==> config.mk <==
export PLATFORM = sky130hd
export DESIGN_NAME = frame_fetch_flat
export DESIGN_NICKNAME = d
export VERILOG_FILES = /design/src/rtl/frame_fetch_if.sv /design/src/rtl/frame_fetch.sv /design/src/flat_wrapper.sv
export SDC_FILE = /design/constraint.sdc
export NUM_CORES = 1
export LEC_CHECK = 0
export CAP_MARGIN = 20
export CORE_ASPECT_RATIO = 0.8
export CORE_MARGIN = 3
export CORE_UTILIZATION = 35
export CTS_CLUSTER_DIAMETER = 120
export DETAILED_ROUTE_END_ITERATION = 10
export GPL_TIMING_DRIVEN = 1
export HOLD_SLACK_MARGIN = 0.1
export SETUP_SLACK_MARGIN = 0.15
export SLEW_MARGIN = 20
export SYNTH_ARGS = -nofsm -noshare
export SYNTH_HDL_FRONTEND = slang
export SYNTH_SLANG_ARGS = --single-unit
export TNS_END_PERCENT = 100
==> constraint.sdc <==
create_clock -name clk -period 6.85 [get_ports clk]
set_input_delay 1.0275 -clock clk [delete_from_list [all_inputs] [get_ports clk]]
set_output_delay 1.0275 -clock clk [all_outputs]
set_load 0.02 [all_outputs]
==> src/rtl/frame_fetch_if.sv <==
// frame_fetch_if: bundles the video fetch stage's control, memory and pixel
// signals.
//   image_select, frame_start : frame control from the VGA timing side
//   pixel_req / pixel / pixel_valid : one-pixel-per-request pop handshake
//   mem_addr / mem_rdata : read-only video port of data memory
//   ready, underflow : fetch status back to the VGA side
// Modports:
//   master : the fetch stage
//   slave  : its environment (VGA stage plus memory)
interface frame_fetch_if;
  logic        image_select;
  logic        frame_start;
  logic        pixel_req;
  logic [7:0]  mem_rdata;
  logic [31:0] mem_addr;
  logic [7:0]  pixel;
  logic        pixel_valid;
  logic        ready;
  logic        underflow;

  modport master (
    input  image_select, frame_start, pixel_req, mem_rdata,
    output mem_addr, pixel, pixel_valid, ready, underflow
  );

  modport slave (
    output image_select, frame_start, pixel_req, mem_rdata,
    input  mem_addr, pixel, pixel_valid, ready, underflow
  );
endinterface

==> src/rtl/frame_fetch.sv <==
// frame_fetch: streams 8-bit pixels of one of two images out of data memory
// into a small prefetch FIFO and hands one pixel per request to the VGA stage.
// The fixed memory read latency is absorbed by a valid shift register that
// tracks reads in flight.
// Ports:
//   clk   : system clock
//   reset : synchronous, active-high reset
//   bus   : frame_fetch_if.master
//           (frame control, pixel handshake, video memory port, status)
module frame_fetch #(
  parameter int          IMG_W       = 256,
  parameter int          IMG_H       = 256,
  parameter logic [31:0] BASE0       = 32'd0,
  parameter logic [31:0] BASE1       = 32'd65536,
  parameter int          FIFO_DEPTH  = 8,
  parameter int          MEM_LATENCY = 1
) (
  input  logic          clk,
  input  logic          reset,
  frame_fetch_if.master bus
);

  localparam logic [31:0] TOTAL = 32'(IMG_W * IMG_H);
  localparam int          AW    = $clog2(FIFO_DEPTH);
  localparam int          CW    = AW + 1;
  localparam int          OW    = CW + 2;

  typedef enum logic [1:0] {
    IDLE = 2'd0,
    FILL = 2'd1,
    RUN  = 2'd2,
    DONE = 2'd3
  } state_t;

  state_t                 state_r;
  logic [31:0]            mem_addr_r;
  logic [31:0]            fetch_cnt_r;
  logic [MEM_LATENCY-1:0] inflight_sr_r;
  logic [7:0]             fifo_mem_r [FIFO_DEPTH];
  logic [AW-1:0]          rd_ptr_r;
  logic [AW-1:0]          wr_ptr_r;
  logic [CW-1:0]          fifo_cnt_r;
  logic [7:0]             pixel_r;
  logic                   pixel_valid_r;
  logic                   ready_r;
  logic                   underflow_r;

  logic [1:0]             inflight_cnt_s;
  logic [OW-1:0]          occ_s;
  logic                   issue_s;
  logic                   push_s;
  logic                   pop_s;
  logic [MEM_LATENCY-1:0] inflight_next_s;
  logic [CW-1:0]          fifo_cnt_next_s;
  logic [31:0]            fetch_cnt_next_s;

  assign bus.mem_addr    = mem_addr_r;
  assign bus.pixel       = pixel_r;
  assign bus.pixel_valid = pixel_valid_r;
  assign bus.ready       = ready_r;
  assign bus.underflow   = underflow_r;

  // Issue/push/pop decisions from registered counts only; a pop in the same
  // cycle never frees room for an issue.
  always_comb begin
    inflight_cnt_s = 2'd0;
    for (int i = 0; i < MEM_LATENCY; i++) begin
      inflight_cnt_s = inflight_cnt_s + {1'b0, inflight_sr_r[i]};
    end
    occ_s = OW'(fifo_cnt_r) + OW'(inflight_cnt_s);

    if (!bus.frame_start && (state_r == FILL || state_r == RUN) &&
        (fetch_cnt_r < TOTAL) && (occ_s < OW'(FIFO_DEPTH))) begin
      issue_s = 1'b1;
    end else begin
      issue_s = 1'b0;
    end

    inflight_next_s    = '0;
    inflight_next_s[0] = issue_s;
    for (int i = 1; i < MEM_LATENCY; i++) begin
      inflight_next_s[i] = inflight_sr_r[i-1];
    end

    push_s = inflight_sr_r[MEM_LATENCY-1];

    // No bypass: an empty FIFO cannot serve a pop even if data lands now.
    if (bus.pixel_req && !bus.frame_start && (fifo_cnt_r != CW'(0))) begin
      pop_s = 1'b1;
    end else begin
      pop_s = 1'b0;
    end

    fifo_cnt_next_s  = fifo_cnt_r + CW'(push_s) - CW'(pop_s);
    fetch_cnt_next_s = fetch_cnt_r + 32'(issue_s);
  end

  // Fetch FSM, address generator, prefetch FIFO and registered pixel outputs.
  always_ff @(posedge clk) begin
    if (reset) begin
      state_r       <= IDLE;
      mem_addr_r    <= BASE0;
      fetch_cnt_r   <= 32'd0;
      inflight_sr_r <= '0;
      rd_ptr_r      <= '0;
      wr_ptr_r      <= '0;
      fifo_cnt_r    <= '0;
      pixel_r       <= 8'd0;
      pixel_valid_r <= 1'b0;
      ready_r       <= 1'b0;
      underflow_r   <= 1'b0;
    end else if (bus.frame_start) begin
      // Restart wins over everything, including a coincident pop; returning
      // data of the old frame is dropped by clearing the in-flight tracker.
      state_r       <= FILL;
      mem_addr_r    <= bus.image_select ? BASE1 : BASE0;
      fetch_cnt_r   <= 32'd0;
      inflight_sr_r <= '0;
      rd_ptr_r      <= '0;
      wr_ptr_r      <= '0;
      fifo_cnt_r    <= '0;
      pixel_r       <= 8'd0;
      pixel_valid_r <= 1'b0;
      ready_r       <= 1'b0;
      underflow_r   <= 1'b0;
    end else begin
      inflight_sr_r <= inflight_next_s;
      fifo_cnt_r    <= fifo_cnt_next_s;
      fetch_cnt_r   <= fetch_cnt_next_s;

      if (issue_s) begin
        mem_addr_r <= mem_addr_r + 32'd1;
      end

      if (push_s) begin
        fifo_mem_r[wr_ptr_r] <= bus.mem_rdata;
        wr_ptr_r             <= wr_ptr_r + AW'(1);
      end

      if (pop_s) begin
        pixel_r       <= fifo_mem_r[rd_ptr_r];
        pixel_valid_r <= 1'b1;
        rd_ptr_r      <= rd_ptr_r + AW'(1);
      end else if (bus.pixel_req) begin
        pixel_r       <= 8'd0;
        pixel_valid_r <= 1'b0;
        underflow_r   <= 1'b1;
      end else begin
        pixel_valid_r <= 1'b0;
      end

      case (state_r)
        IDLE: state_r <= IDLE;
        FILL: begin
          // Ready once the FIFO is full, or the whole (short) image is home.
          if ((fifo_cnt_next_s == CW'(FIFO_DEPTH)) ||
              ((fetch_cnt_next_s == TOTAL) && (inflight_next_s == '0))) begin
            state_r <= RUN;
            ready_r <= 1'b1;
          end
        end
        RUN: begin
          if ((fetch_cnt_r == TOTAL) && (inflight_sr_r == '0)) begin
            state_r <= DONE;
          end
        end
        DONE:    state_r <= DONE;
        default: state_r <= IDLE;
      endcase
    end
  end

endmodule

==> src/flat_wrapper.sv <==
// flat-port wrapper written by rule: the top's interface ports become plain ports
module frame_fetch_flat 
#(
  parameter int          IMG_W       = 256,
  parameter int          IMG_H       = 256,
  parameter logic [31:0] BASE0       = 32'd0,
  parameter logic [31:0] BASE1       = 32'd65536,
  parameter int          FIFO_DEPTH  = 8,
  parameter int          MEM_LATENCY = 1
)
  (clk, reset, bus_image_select, bus_frame_start, bus_pixel_req, bus_mem_rdata, bus_mem_addr, bus_pixel, bus_pixel_valid, bus_ready, bus_underflow);
  frame_fetch_if bus_i ();
  input  logic clk;
  input  logic reset;
  input wire logic [$bits(bus_i.image_select)-1:0] bus_image_select;
  input wire logic [$bits(bus_i.frame_start)-1:0] bus_frame_start;
  input wire logic [$bits(bus_i.pixel_req)-1:0] bus_pixel_req;
  input wire logic [$bits(bus_i.mem_rdata)-1:0] bus_mem_rdata;
  output wire logic [$bits(bus_i.mem_addr)-1:0] bus_mem_addr;
  output wire logic [$bits(bus_i.pixel)-1:0] bus_pixel;
  output wire logic [$bits(bus_i.pixel_valid)-1:0] bus_pixel_valid;
  output wire logic [$bits(bus_i.ready)-1:0] bus_ready;
  output wire logic [$bits(bus_i.underflow)-1:0] bus_underflow;
  assign bus_i.image_select = bus_image_select;
  assign bus_i.frame_start = bus_frame_start;
  assign bus_i.pixel_req = bus_pixel_req;
  assign bus_i.mem_rdata = bus_mem_rdata;
  assign bus_mem_addr = bus_i.mem_addr;
  assign bus_pixel = bus_i.pixel;
  assign bus_pixel_valid = bus_i.pixel_valid;
  assign bus_ready = bus_i.ready;
  assign bus_underflow = bus_i.underflow;
  frame_fetch #(.IMG_W(IMG_W), .IMG_H(IMG_H), .BASE0(BASE0), .BASE1(BASE1), .FIFO_DEPTH(FIFO_DEPTH), .MEM_LATENCY(MEM_LATENCY)) u_core (.clk(clk), .reset(reset), .bus(bus_i));
endmodule
==> flow_summary.toml <==
[synth]
synthesis.instances = 660
synthesis.nets = 690
ys_dominant_reg_cell = "sky130_fd_sc_hd__dfxtp_1"
synthMostInstantiatedCell = "sky130_fd_sc_hd__dfxtp_1"
post-synth-top-area-cell = "sky130_fd_sc_hd__edfxtp_1"
synth-seq-area-share = 0.514
number_of_flip_flops_and_latches_in_the_synthesized_netlist = 155
muxShareOfSynthArea = 0.0771
cell_area_after_synthesis_um2 = 7280
synth-edff-count = 64
ys_top_cells_by_area = "sky130_fd_sc_hd__edfxtp_1 (26%), sky130_fd_sc_hd__dfxtp_1 (25%), sky130_fd_sc_hd__mux4_2 (4.9%), sky130_fd_sc_hd__nor2_1 (4.5%), sky130_fd_sc_hd__xnor2_1 (4.0%)"
synthXorXnorAreaFrac = 0.0698
yosys.area_share.simple = 0.212
yosysWarningCount = 0
synthAdderAreaFrac = 0.0302
post_synth_most_frequent_cells = "sky130_fd_sc_hd__dfxtp_1 (91), sky130_fd_sc_hd__nor2_1 (87), sky130_fd_sc_hd__edfxtp_1 (64)"
main_combinational_cell_family_by_area_after_synthesis = "simple AND/OR/NAND/NOR gates"
area_fraction_in_compound_gates_after_synthesis = 0.0552
synthDominantCellAreaShare = 0.264
async_reset_ff_frac = 0
synth.lib_cells_used.distinct = 64
postSynthAreaPerCell_um2 = 11.0

[timing]
final_cycle_share = 0.666
slew_violations = 0
finalWorstSetupSlack_ns = 2.29
max_slew.worst_pin.slew_ns = 0.983
worst_hold_slack_ns = 0.484
hold_fails_final_rpt = 0
layout_min_cycle_time_ns = 4.56
rsz0062_at_grt = "no"
final-setup-viol-count = 0
totalNegativeSetupSlack_ns = 0
fin_worst_skew_ns = 0.0126
achievable-frequency_ghz = 0.219
relSlewSlack = 0.342

[clocking]
cts_hold_buffers = 0
postCtsSetupBuffers = 0
clockBufferDepth = 2
ctsRootBufferMaster = "sky130_fd_sc_hd__clkbuf_16"
clk-insertion-delay-late_ns = 0.43
cts_tree = "built"
cts_resized = 0
clock-sinks = 155
clock_tree.htree_level_count = 4
total_clock_buffers_created_by_cts = 17
clk_transition_reported_paths_ns = 0.06

[worst_setup_path]
worst-path-buf-inv = 2
critical_path.startpoint_type = "input port"
worst_path_cell_chain = "clkdlybuf4s50_1, nor2_1, nand2_1, or4_4, inv_1, ha_1, ha_1, nand4_1, or3_1, nor4_2, xnor2_1, o21ai_1, nor4_1, a21o_1, a211oi_2"
critPathMaxFanout = 7
worstPathRequired_ns = 7.13
r2r_setup_slack_ns = 2.49
critical-path-slowest-cell = "sky130_fd_sc_hd__clkdlybuf4s50_1"
worst_path_dominant_cell_family = "simple AND/OR/NAND/NOR gates"
endpoint_kind = "flop"
timing.critical_path.arrival_ns = 4.84
timing.critical_path.mode_cell = "sky130_fd_sc_hd__ha_1"
timing_worst_setup_path_type = "input port to flop"
max_stage_delay_ns = 0.52

[grt]
grtUsageMet3 = 0.0337
use_met1 = 0.194
gr-usage-all-layers = 0.141
via_count_of_the_first_global_routing_pass = 4960
first_pass_grt_wire_length_um = 25400
gr-total-overflow = 0
grt_most_used_layer = "met2"
grt_start_max_net_pins = 78
groute.layer.met2.usage = 0.219
initial_antenna_violation_count = 0

[placed_design]
dp_hpwl_um = 10600
place_area_um2 = 7980
place.port_buffers = 55
place_worst_setup_slack_ns = 1.93
place_congestion = 0.869
placed_cells_incl_taps = 945

[layout]
drive_above_1_share = 0.128
sequential_cell_area_um2 = 3740
antenna_cells = 0
final_cell_count_no_fill = 977
non_filler_cell_area_final_um2 = 8600
layout.nets = 730
syn_to_final_growth_pct = 18.1
multi_input_area_um2 = 3260
post-route-util = 0.427
fillerInstances = 1855

[die]
initial_utilization = 0.361
num_io_pins = 56
floorplan.die.height_um = 135
fp-row-count = 46
die_area_um2 = 22600
core_region_area_um2 = 20100
floorplan.die.width_um = 167

[power]
static-leakage-power_nw = 2.84
p_per_area_nw_per_um2 = 233
totalPowerFinal_mw = 2.00
vdd.ir_drop.worst_mv = 0.187

[route]
vias = 5083
drcViolationCount = 0
postRouteAntennaNets = 0
first_iter_violations = 415
drt-pass1-iter-count = 5
routed_wirelength_um = 15500
post_drt_wl_per_cell_um = 15.8
post_drt_via_cell_ratio = 5.20

[run]
cap_viol_max_count = 0

[run_status]
result_of_the_run = "finished clean"

[min_path]
hold_class = "flop to flop"
## flip-flops by register name, summed over array words and instances, names as in the netlist, named ones only
name	cells
u_core.bus.mem_addr	32
u_core.bus.pixel	8
u_core.bus.pixel_valid	1
u_core.bus.ready	1
u_core.bus.underflow	1
u_core.fetch_cnt_r	32
u_core.fifo_cnt_r	4
u_core.fifo_mem_r	64
u_core.inflight_sr_r	1
u_core.rd_ptr_r	3
u_core.state_r	2
u_core.wr_ptr_r	3
## worst paths after layout
path,endpoint,cells after the start,start
max,u_core.state_r[1],15,bus_frame_start
max reg2reg,u_core.state_r[1],14,u_core.fetch_cnt_r[17]
min reg2reg,u_core.bus.underflow,2,u_core.bus.underflow
min,u_core.bus.underflow,2,u_core.bus.underflow
## layout make-up
class | count | area share
clock buffer | 18 | 0.0499
clock inverter | 14 | 0.0215
inverter | 23 | 0.0100
multi-input combinational | 446 | 0.379
sequential | 155 | 0.436
tap | 264 | 0.0384
timing repair buffer | 57 | 0.0658
## layer usage
layer  wire length (µm)  up-vias  share of wire
met5                  0        -              0
met4                248        0          0.016
met3                891       23          0.058
met2               6990      157           0.45
met1               7330     2459           0.47
li1                   -     2444              -
## worst register-to-register path, stage by stage, from the launching register on
cell and delay [ns]:
sky130_fd_sc_hd__dfxtp_1 0.41, sky130_fd_sc_hd__nor4_4 0.33, sky130_fd_sc_hd__nand4_2 0.24, sky130_fd_sc_hd__or4_4 0.62
sky130_fd_sc_hd__inv_1 0.08, sky130_fd_sc_hd__ha_1 0.21, sky130_fd_sc_hd__ha_1 0.32, sky130_fd_sc_hd__nand4_1 0.21
sky130_fd_sc_hd__or3_1 0.51, sky130_fd_sc_hd__nor4_2 0.29, sky130_fd_sc_hd__xnor2_1 0.17, sky130_fd_sc_hd__o21ai_1 0.13
sky130_fd_sc_hd__nor4_1 0.38, sky130_fd_sc_hd__a21o_1 0.23, sky130_fd_sc_hd__a211oi_2 0.07
## cells by family (layout without fill, tap and decap cells)
logic type	count (synthesis)	in the layout
AO/OA/AOI/OAI	59	59
XOR/XNOR	58	58
adder cells (fa/ha/maj)	17	17
buffers and inverters	59	112
flip-flops	155	155
multiplexers	35	35
AND/OR/NAND/NOR	277	277
## power breakdown
group / switching [mW] / total, mW / leakage, nW / internal [mW]
Combinational: 0.0386 / 0.0632 / 1.23 / 0.0247
Sequential: 0.00435 / 0.968 / 1.31 / 0.964
Clock: 0.392 / 0.973 / 0.295 / 0.581
## cell usage in the layout, fill, tap and decap left out, types with 3 or more instances in the layout
cell type and count:
sky130_fd_sc_hd__ha_1 16, sky130_fd_sc_hd__and3_1 16, sky130_fd_sc_hd__xor2_1 25, sky130_fd_sc_hd__or3_1 13
sky130_fd_sc_hd__clkinv_4 4, sky130_fd_sc_hd__inv_1 23, sky130_fd_sc_hd__a211oi_1 3, sky130_fd_sc_hd__a21oi_1 23
sky130_fd_sc_hd__dfxtp_1 90, sky130_fd_sc_hd__a31oi_1 4, sky130_fd_sc_hd__clkdlybuf4s50_1 55, sky130_fd_sc_hd__nand4_1 15
sky130_fd_sc_hd__nor2b_1 8, sky130_fd_sc_hd__and4_1 4, sky130_fd_sc_hd__nor2_1 87, sky130_fd_sc_hd__nor4_2 7
sky130_fd_sc_hd__nand4_2 3, sky130_fd_sc_hd__edfxtp_1 64, sky130_fd_sc_hd__nor3b_2 4, sky130_fd_sc_hd__nand2b_1 6
sky130_fd_sc_hd__mux2i_1 10, sky130_fd_sc_hd__and2_1 9, sky130_fd_sc_hd__nand2_1 30, sky130_fd_sc_hd__clkbuf_16 17
sky130_fd_sc_hd__o21ai_0 11, sky130_fd_sc_hd__mux4_2 16, sky130_fd_sc_hd__nor3_1 15, sky130_fd_sc_hd__nand3_1 27
sky130_fd_sc_hd__xnor2_1 33, sky130_fd_sc_hd__nor3_2 3, sky130_fd_sc_hd__mux2_2 9, sky130_fd_sc_hd__bufinv_16 3
sky130_fd_sc_hd__nor3b_1 4, sky130_fd_sc_hd__nor4_1 9
(Power assumes the default switching activity.)
